## src/rtl/updown_counter_sequencer.sv

```systemverilog
// Command-driven sweep sequencer that owns one 4-bit up/down counter.
// It accepts a sweep command (target, one-shot/bounce mode, loop count) and
// drives the counter's reset/upDown/enable controls. It watches the returned
// count so that every sweep stops exactly on its end value.
// Optional feature: define UDSEQ_WATCHDOG_EN to add a stall watchdog.
// The watchdog pulses err and returns to IDLE when the counter stops moving.
// Ports:
//   clock, reset              rising-edge clock, synchronous active-high reset
//   cmd_valid/cmd_ready       command handshake (ready only in IDLE)
//   cmd_target/bounce/loops   sweep top value, bounce mode, extra bounce repeats
//   abort                     cancel the active command
//   ctr_count                 registered count returned by the counter
//   ctr_reset/upDown/enable   counter controls, decoded from state + count
//   busy, done, err           status: not idle, completion pulse, watchdog pulse
//   loops_left                remaining bounce repeats
module updown_counter_sequencer #(
  parameter int unsigned WIDTH       = 4,
  parameter int unsigned LOOP_W      = 4,
  parameter int unsigned WDOG_CYCLES = 8
) (
  input  logic              clock,
  input  logic              reset,
  input  logic              cmd_valid,
  output logic              cmd_ready,
  input  logic [WIDTH-1:0]  cmd_target,
  input  logic              cmd_bounce,
  input  logic [LOOP_W-1:0] cmd_loops,
  input  logic              abort,
  input  logic [WIDTH-1:0]  ctr_count,
  output logic              ctr_reset,
  output logic              ctr_upDown,
  output logic              ctr_enable,
  output logic              busy,
  output logic              done,
  output logic              err,
  output logic [LOOP_W-1:0] loops_left
);

  localparam logic [2:0] ST_IDLE  = 3'd0;
  localparam logic [2:0] ST_CLEAR = 3'd1;
  localparam logic [2:0] ST_UP    = 3'd2;
  localparam logic [2:0] ST_DOWN  = 3'd3;
  localparam logic [2:0] ST_DONE  = 3'd4;

  if (WDOG_CYCLES == 0) begin : g_bad_wdog
    $error("WDOG_CYCLES must be nonzero");
  end

  logic [2:0]        state, state_d;
  logic [WIDTH-1:0]  target_q, target_d;
  logic              bounce_q, bounce_d;
  logic [LOOP_W-1:0] loops_q, loops_d;
  logic              enable_c;
  logic              trip;

  // Counter enable: stop exactly on the sweep end value; abort freezes the count.
  always_comb begin
    enable_c = 1'b0;
    if (state == ST_UP)   enable_c = (ctr_count != target_q);
    if (state == ST_DOWN) enable_c = (ctr_count != '0);
    if (abort)            enable_c = 1'b0;
  end

`ifdef UDSEQ_WATCHDOG_EN
  localparam int unsigned STALL_W = $clog2(WDOG_CYCLES + 1);

  logic [STALL_W-1:0] stall_q;
  logic [WIDTH-1:0]   last_count_q;
  logic [2:0]         last_state_q;
  logic               stalled;
  logic               err_q;

  // A stalled cycle is one that is enabled in the same sweep state with no count movement.
  assign stalled = ((state == ST_UP) || (state == ST_DOWN)) && enable_c &&
                   (ctr_count == last_count_q) && (state == last_state_q);
  assign trip    = stalled && (stall_q == STALL_W'(WDOG_CYCLES - 1));

  always_ff @(posedge clock) begin
    if (reset) begin
      stall_q      <= '0;
      last_count_q <= '0;
      last_state_q <= ST_IDLE;
      err_q        <= 1'b0;
    end else begin
      stall_q      <= (stalled && !trip) ? stall_q + STALL_W'(1) : '0;
      last_count_q <= ctr_count;
      last_state_q <= state;
      err_q        <= trip;
    end
  end

  assign err = err_q && !reset;
`else
  assign trip = 1'b0;
  assign err  = 1'b0;
`endif

  // Next-state and latched command fields.
  always_comb begin
    state_d  = state;
    target_d = target_q;
    bounce_d = bounce_q;
    loops_d  = loops_q;
    case (state)
      ST_IDLE: begin
        if (cmd_valid && !abort) begin
          target_d = cmd_target;
          bounce_d = cmd_bounce;
          loops_d  = cmd_loops;
          state_d  = ST_CLEAR;
        end
      end
      ST_CLEAR: state_d = ST_UP;
      ST_UP: begin
        if (ctr_count == target_q) state_d = bounce_q ? ST_DOWN : ST_DONE;
      end
      ST_DOWN: begin
        if (ctr_count == '0) begin
          if (loops_q == '0) begin
            state_d = ST_DONE;
          end else begin
            loops_d = loops_q - LOOP_W'(1);
            state_d = ST_UP;
          end
        end
      end
      ST_DONE: state_d = ST_IDLE;
      default: state_d = ST_IDLE;
    endcase
    if ((abort && (state != ST_IDLE)) || trip) state_d = ST_IDLE;
  end

  always_ff @(posedge clock) begin
    if (reset) begin
      state    <= ST_IDLE;
      target_q <= '0;
      bounce_q <= 1'b0;
      loops_q  <= '0;
    end else begin
      state    <= state_d;
      target_q <= target_d;
      bounce_q <= bounce_d;
      loops_q  <= loops_d;
    end
  end

  // Counter is held in reset while this block is in reset.
  // Every other output is forced to 0 during reset.
  assign ctr_reset  = reset || (state == ST_CLEAR);
  assign ctr_upDown = !reset && (state == ST_UP);
  assign ctr_enable = !reset && enable_c;
  assign cmd_ready  = !reset && (state == ST_IDLE) && !abort;
  assign busy       = !reset && (state != ST_IDLE);
  assign done       = !reset && (state == ST_DONE);
  assign loops_left = reset ? '0 : loops_q;

endmodule

```

## config.mk

```make
export PLATFORM = sky130hd
export DESIGN_NAME = updown_counter_sequencer
export DESIGN_NICKNAME = d
export VERILOG_FILES = /design/src/rtl/updown_counter_sequencer.sv
export SDC_FILE = /design/constraint.sdc
export NUM_CORES = 1
export LEC_CHECK = 0
export CAP_MARGIN = 15
export CORE_AREA = 2 2 45 47
export CTS_BUF_LIST = sky130_fd_sc_hd__clkbuf_4 sky130_fd_sc_hd__clkbuf_8
export DETAILED_ROUTE_END_ITERATION = 8
export DIE_AREA = 0 0 47 49
export GPL_TIMING_DRIVEN = 1
export HOLD_SLACK_MARGIN = 0.05
export PLACE_DENSITY = 0.77
export SYNTH_ARGS = -nofsm -noshare
export SYNTH_HDL_FRONTEND = slang
export SYNTH_SLANG_ARGS = --single-unit
```

## constraint.sdc

```tcl
create_clock -name clock -period 2.03 [get_ports clock]
set_clock_uncertainty 0.1 [all_clocks]
set_input_delay 0.406 -clock clock [delete_from_list [all_inputs] [get_ports clock]]
set_output_delay 0.406 -clock clock [all_outputs]
set_load 0.05 [all_outputs]
```

Word level (Yosys, flattened, before mapping). Cells that the tools add are included.

Reductions and logical operators: 21. Muxes and demuxes: 14. Equal/unequal tests: 10. Add/subtract/negate cells: 1.

Operator list (number): $mux 4 (4); $mux 3 (5); $pmux 3 s4 (1); $logic_and 1x1->1 (8); $logic_not 4->1 (2); $pmux 4 s2 (1); $eq 3x2->1 const B (2); $eq 4x4->1 (1); $ne 2x1->1 const B (2); $ne 2x2->1 const B (2); $ne 4x4->1 (1); $reduce_and 4->1 (1); $reduce_bool 4->1 (1); $sub 4x1->4 const B (1); $eq 3x1->1 const B (1); $eq 3x3->1 const B (1); $logic_not 3->1 (1); $mux 1 (3); $reduce_and 3->1 (1); $reduce_bool 3->1 (1); $logic_not 1->1 (2); $reduce_and 2->1 (1); $reduce_bool 2->1 (1); $reduce_or 2->1 (1); $logic_or 1x1->1 (1).

Flip-flop bits (word level): 12. Word-level logic and storage cells: 50. Input bits: 17. Output and inout bits: 11.

Logic depth before layout (Yosys ltp). Gate-level depths: netlist of run 1.

Depth in word-level cells: 5. Depth in mapped cells: 6. Mapped depth without buffers: 6.

Least setup slack after synthesis of run 1. Ideal clock, no wire load.

Path kind: input to output. Start point: input reset. End point: output done. Stages: 2. Data arrival time: 2.220 ns. Path buffers: 1. Path slack: -0.696 ns. Data required time: 1.524 ns. Cell sequence: clkbuf_1 > nor4b_1.

Cells in the longest elaborated chain, start to end: 2.

Ends and longest elaborated chain: start: declaration (RTL line 22) `input logic reset,`; $logic_not 1->1 (RTL line 154) `assign done = !reset && (state == ST_DONE);`; $logic_and 1x1->1 (RTL line 154); end: declaration (RTL line 34) `output logic done,`.

Every way passes these cells.

Worst setup path in the final report of run 1.
Start point: input reset. End point: output ctr_enable.

Cells in the longest elaborated chain, start to end: 2.

Ends and longest elaborated chain: $logic_not 1->1 (RTL line 151) `assign ctr_enable = !reset && enable_c;`; $logic_and 1x1->1 (RTL line 151); end: declaration (RTL line 32) `output logic ctr_enable,`.

Every way passes these cells.

==> run metrics, run 1 <==
outcome finished with violations; failing checks setup timing; Yosys top cell area share 0.302; final worst-path cycle share 1.01; DIE WIDTH 47 µm; Overall Power 587 µW; highest routed metal layer met4; largest fanout on the critical path 3; Reg area 241 µm²; max_cap viols 0; wire length per cell 12.0 µm; drt via density 5.22; Final Setup Violations 3; #FFs+latches synth 12; row cnt 16; IO Pins 28; syn_nets 117; Avg Synthesized Cell Area 8.03 µm²; initial drt markers 15; HP Start loops_q[1]; min Tclk post-route 2050 ps; Worst Slack Setup Final -21.5 ps; CTS H-tree lvls 1; layout cells sized above 1 0.277; Fmax 487 MHz; commonest non-fill, non-tap cell in the layout nor2_1; Vias 820; # fillers 144; largest net degree at the start of global routing 14; clk buf depth 2; Area Overhead vs Synth 59.5%; clk_lat worst skew 280 ps; Hold Vio Cnt, Final 0; Critical Path Start reset; arrival time at the worst endpoint 1550 ps; CTS Root Cell clkbuf_4; synthesized area 795 µm²; cells after synthesis 99; GRT Total Usage 0.188; Reg clk slew, reported paths 70 ps; clock sinks 12; Routed Antenna Nets 0; first-pass GRT wire length 3190 µm; CTS tree yes; GR Overflow Total 0; RSZ-0062 raised after global routing yes; met3 wire length 92 µm; M1 WL 861 µm; CP required 1520 ps; final wirelength 1890 µm; met2 WL post-DR 892 µm; area of the multi-input gates 538 µm²; hold crit path type reg -> reg; top post-synthesis cells by area dfxtp_1 30%, nor2_1 8.0%, mux2i_1 6.3%; gp weighted congestion 0.759; Finished Layout Cells 157; kind of critical path in -> out; synth warn 0; port bufs 26; die height 49 µm; sequential share of the synthesized area 0.302; iteration count of the initial detailed-routing pass 4; peak supply drop 0.000367 V; R2R Path Start loops_q[0]; vias in the first global route 751; fin nets 150; DRC viols 0; most frequent cells in the layout 15 x nor2_1, 12 x clkdlybuf4s50_1, 11 x dfxtp_1, 10 x buf_12, 9 x buf_4; crit path capture type output pin; Initial Util 0.431; pwr/cell area 463 nW/µm²; DIE AREA 2300 µm²; initial antenna violation count 0; Inst Count DP 153; critical path startpoint category input port; # diodes 0; Synth area leader dfxtp_1; Max Slew Vio Count 0; CTS buffer count 3; core area 1840 µm²; HPWL after detailed placement 1470 µm; unique cell type count in the Yosys netlist 35; Lkg Pwr 0.489 nW
kinds of logic (layout without fill, tap and decap cells):
group                    count (synthesis)  count (layout)  share of synthesized area
AND/OR/NAND/NOR                         45              45                      0.309
other                                    1               1                    0.00472
flip-flops                              12              12                      0.302
buffers and inverters                    9              40                     0.0488
XOR/XNOR                                 4               4                     0.0441
AO/OA/AOI/OAI                           21              21                      0.198
adder cells (fa/ha/maj)                  1               1                     0.0157
multiplexers                             6               6                     0.0772
cell type report:
cell class                 count  share of cell area
clock buffer                   3              0.0178
inverter                       2             0.00592
multi-input combinational     78               0.424
sequential                    12               0.191
tap                           27              0.0267
timing repair buffer          35               0.335
through the flow:
step	TNS (ps)	hold slack, ps	setup slack (ps)	utilization	cell area (µm²)
after detailed placement	-1550	392	-307	0.667	1230
after global routing	-178	440	-65.8	0.688	1270
final	-41.1	405	-21.5	0.688	1270
after floorplan	-170	358	-170	-	806
after CTS	-41.4	404	-19.6	0.688	1270
after global placement	-1290	394	-268	0.667	1230
path summary, 6_finish.rpt:
check	depth (start not counted)	to	slack (ps)
worst max register to register	7	loops_q[0]	180
worst min register to register	2	loops_q[1]	410
worst max-delay path	4	ctr_enable	-20
worst min-delay path	2	loops_q[1]	410
timing repair:
item / in CTS / in global routing
endpoints found under the hold margin: 0 / 0
buffers inserted: 1 / 0
endpoints found under the setup margin: 4 / 3
pin swaps: 2 / 0
hold buffers: 0 / 0
gates resized for setup: 9 / 0
power breakdown:
part	internal (mW)	total, mW	leakage, nW	switching (mW)
Sequential	0.246	0.258	0.0983	0.0120
Combinational	0.0915	0.174	0.376	0.0822
Clock	0.0690	0.156	0.0138	0.0871
Total	0.406	0.587	0.489	0.181
state kept, by name, indices dropped and copies added, names as in the netlist:
register	flops
target_q	4
state	3
bounce_q	1
loops_q	4
worst max-delay path, stage by stage:
cell and delay [ps]:
clkdlybuf4s50_1 450, or2_2 360, nor2_2 170, buf_12 150
cells in the mapped netlist:
| master | instances |
|---|---|
| xnor2_1 | 4 |
| o32ai_4 | 1 |
| nor4b_1 | 2 |
| dfxtp_1 | 12 |
| nor2_1 | 17 |
| nor4_1 | 2 |
| mux2_2 | 1 |
| or2_2 | 2 |
| a211oi_2 | 1 |
| nor3_1 | 3 |
| or3_4 | 1 |
| o21bai_1 | 1 |
| buf_2 | 1 |
| a22o_1 | 1 |
| nor3b_1 | 2 |
| a21oi_1 | 6 |
| or4_4 | 1 |
| and2_1 | 2 |
| conb_1 | 1 |
| a21o_1 | 1 |
| o21ai_0 | 6 |
| a211oi_1 | 1 |
| clkbuf_1 | 5 |
| inv_1 | 2 |
| ha_1 | 1 |
| nand4_1 | 1 |
| o32a_1 | 1 |
| nand2b_1 | 3 |
| mux2i_1 | 5 |
| buf_4 | 1 |
| nor2b_1 | 3 |
| a21boi_0 | 1 |
| nand2_1 | 4 |
| nand3b_1 | 2 |
| a21oi_2 | 1 |
per-layer routing:
metal,global-route usage,vias up
met5,0,-
li1,-,412
met1,0.261,376
met3,0.0222,5
met2,0.283,27
met4,0.0833,0
No activity file was read; power rests on OpenSTA's default activity.
==> run 2: changes to the inputs <==
--- a/config.mk
+++ b/config.mk
@@ -6,13 +6,13 @@
 export NUM_CORES = 1
 export LEC_CHECK = 0
 export CAP_MARGIN = 15
-export CORE_AREA = 2 2 45 47
+export CORE_AREA = 2 2 51 53
 export CTS_BUF_LIST = sky130_fd_sc_hd__clkbuf_4 sky130_fd_sc_hd__clkbuf_8
 export DETAILED_ROUTE_END_ITERATION = 8
-export DIE_AREA = 0 0 47 49
+export DIE_AREA = 0 0 53 55
 export GPL_TIMING_DRIVEN = 1
 export HOLD_SLACK_MARGIN = 0.05
-export PLACE_DENSITY = 0.77
+export PLACE_DENSITY = 0.62
 export SYNTH_ARGS = -nofsm -noshare
 export SYNTH_HDL_FRONTEND = slang
 export SYNTH_SLANG_ARGS = --single-unit
==> run 2 against run 1 <==
Against the previous run:
- the flow now finishes without violations
- global-route usage down 3.7 points
- critical path depth unchanged
- final area up 3.9%
- first-iteration DRC count down 67%
- clock power down 4%
- sequential power about the same
- worst setup slack better by 76 ps
- utilization down 13 points
- die area up 27%
- register-to-register slack about the same
==> run metrics, run 2 (same netlist as run 1, synthesis figures left out) <==
fin nets 155; WHS 400 ps; # diodes 0; crit path capture type output pin; most frequent cells in the layout 15 x nor2_1, 14 x buf_4, 12 x clkdlybuf4s50_1, 10 x dfxtp_1, 10 x buf_12; row cnt 18; hold crit path type reg -> reg; first-pass GRT wire length 3190 µm; final wirelength 1870 µm; Reg clk slew, reported paths 70 ps; Initial Util 0.336; CTS Root Cell clkbuf_4; max_cap viols 0; arrival time at the worst endpoint 1470 ps; peak supply drop 0.000371 V; final worst-path cycle share 0.973; Area Overhead vs Synth 65.8%; Post-CTS Hold Fix Bufs 0; pwr/cell area 444 nW/µm²; wire length per cell 11.4 µm; clk_lat worst skew 270 ps; Max Slew Vio Count 0; Hold Vio Cnt, Final 0; gp weighted congestion 0.721; IO Pins 28; core area 2360 µm²; Final Setup Violations 0; pre-CTS WS -342 ps; critical path startpoint category input port; RSZ-0062 raised after global routing no; Lkg Pwr 0.512 nW; commonest non-fill, non-tap cell in the layout nor2_1; CTS tree yes; CTS H-tree lvls 1; Worst Slack Setup Final 54.9 ps; Overall Power 585 µW; drt via density 4.90; biggest regs loops_q: 4 flops, target_q: 4 flops, state: 3 flops; CTS buffer count 3; GRT Total Usage 0.150; HPWL after detailed placement 1500 µm; port bufs 26; layout cells sized above 1 0.326; GR Overflow Total 0; Fmax 506 MHz; outcome finished clean; clk buf depth 2; min Tclk post-route 1980 ps; clock sinks 12; Vias 808; initial antenna violation count 0; largest net degree at the start of global routing 14; DIE AREA 2920 µm²; iteration count of the initial detailed-routing pass 2; largest fanout on the critical path 4; initial drt markers 5; kind of critical path in -> out; CP required 1520 ps; DIE WIDTH 53 µm; die height 55 µm; DRC viols 0; vias in the first global route 754; Routed Antenna Nets 0
run 2: per-stage QoR:
stage               utilization  area (µm²)  setup TNS [ps]  instances
CTS                       0.552        1310           -18.0        164
floorplan                     -         806            -170         99
global placement          0.531        1250           -1310        159
global route              0.557        1320               0        165
detailed placement        0.531        1250           -1570        159
finish                    0.557        1320               0        165
run 2: power breakdown:
group / internal, mW / switching [mW] / total [mW]
registers: 0.246 / 0.0128 / 0.258
logic: 0.0954 / 0.0818 / 0.177
clock network: 0.0688 / 0.0804 / 0.149
run 2: what timing repair did:
action / CTS / global route
resized for setup: 10 / 7
buffers inserted: 2 / 1
endpoints found under the setup margin: 4 / 3
endpoints found under the hold margin: 0 / 0
pin swaps: 2 / 1
run 2: worst max-delay path, cell delays in order:
cell             delay, ps
clkdlybuf4s50_1        450
buf_4                  180
nor4b_4                260
buf_12                 180
run 2: cell type report:
type	instances	area, µm²
Fill cell	223	1050
Tap cell	30	37.5
Clock buffer	3	22.5
Sequential cell	12	243
Inverter	2	7.51
Multi-Input combinational cell	78	553
Timing Repair Buffer	40	454
run 2: path summary, 6_finish.rpt:
check / from / slack [ps] / to / cells past startpoint
min reg2reg: loops_q[1] / 400 / loops_q[1] / 2
max reg2reg: loops_q[0] / 170 / loops_q[3] / 7
max: reset / 50 / done / 4
min: loops_q[1] / 400 / loops_q[1] / 2
run 2: metal layers:
layer / wire length, µm / global-route usage / part of all wire
met2: 893 / 0.254 / 0.48
met3: 90 / 0.0269 / 0.048
met5: 0 / 0 / 0
met4: 38 / 0.0769 / 0.020
met1: 850 / 0.183 / 0.45
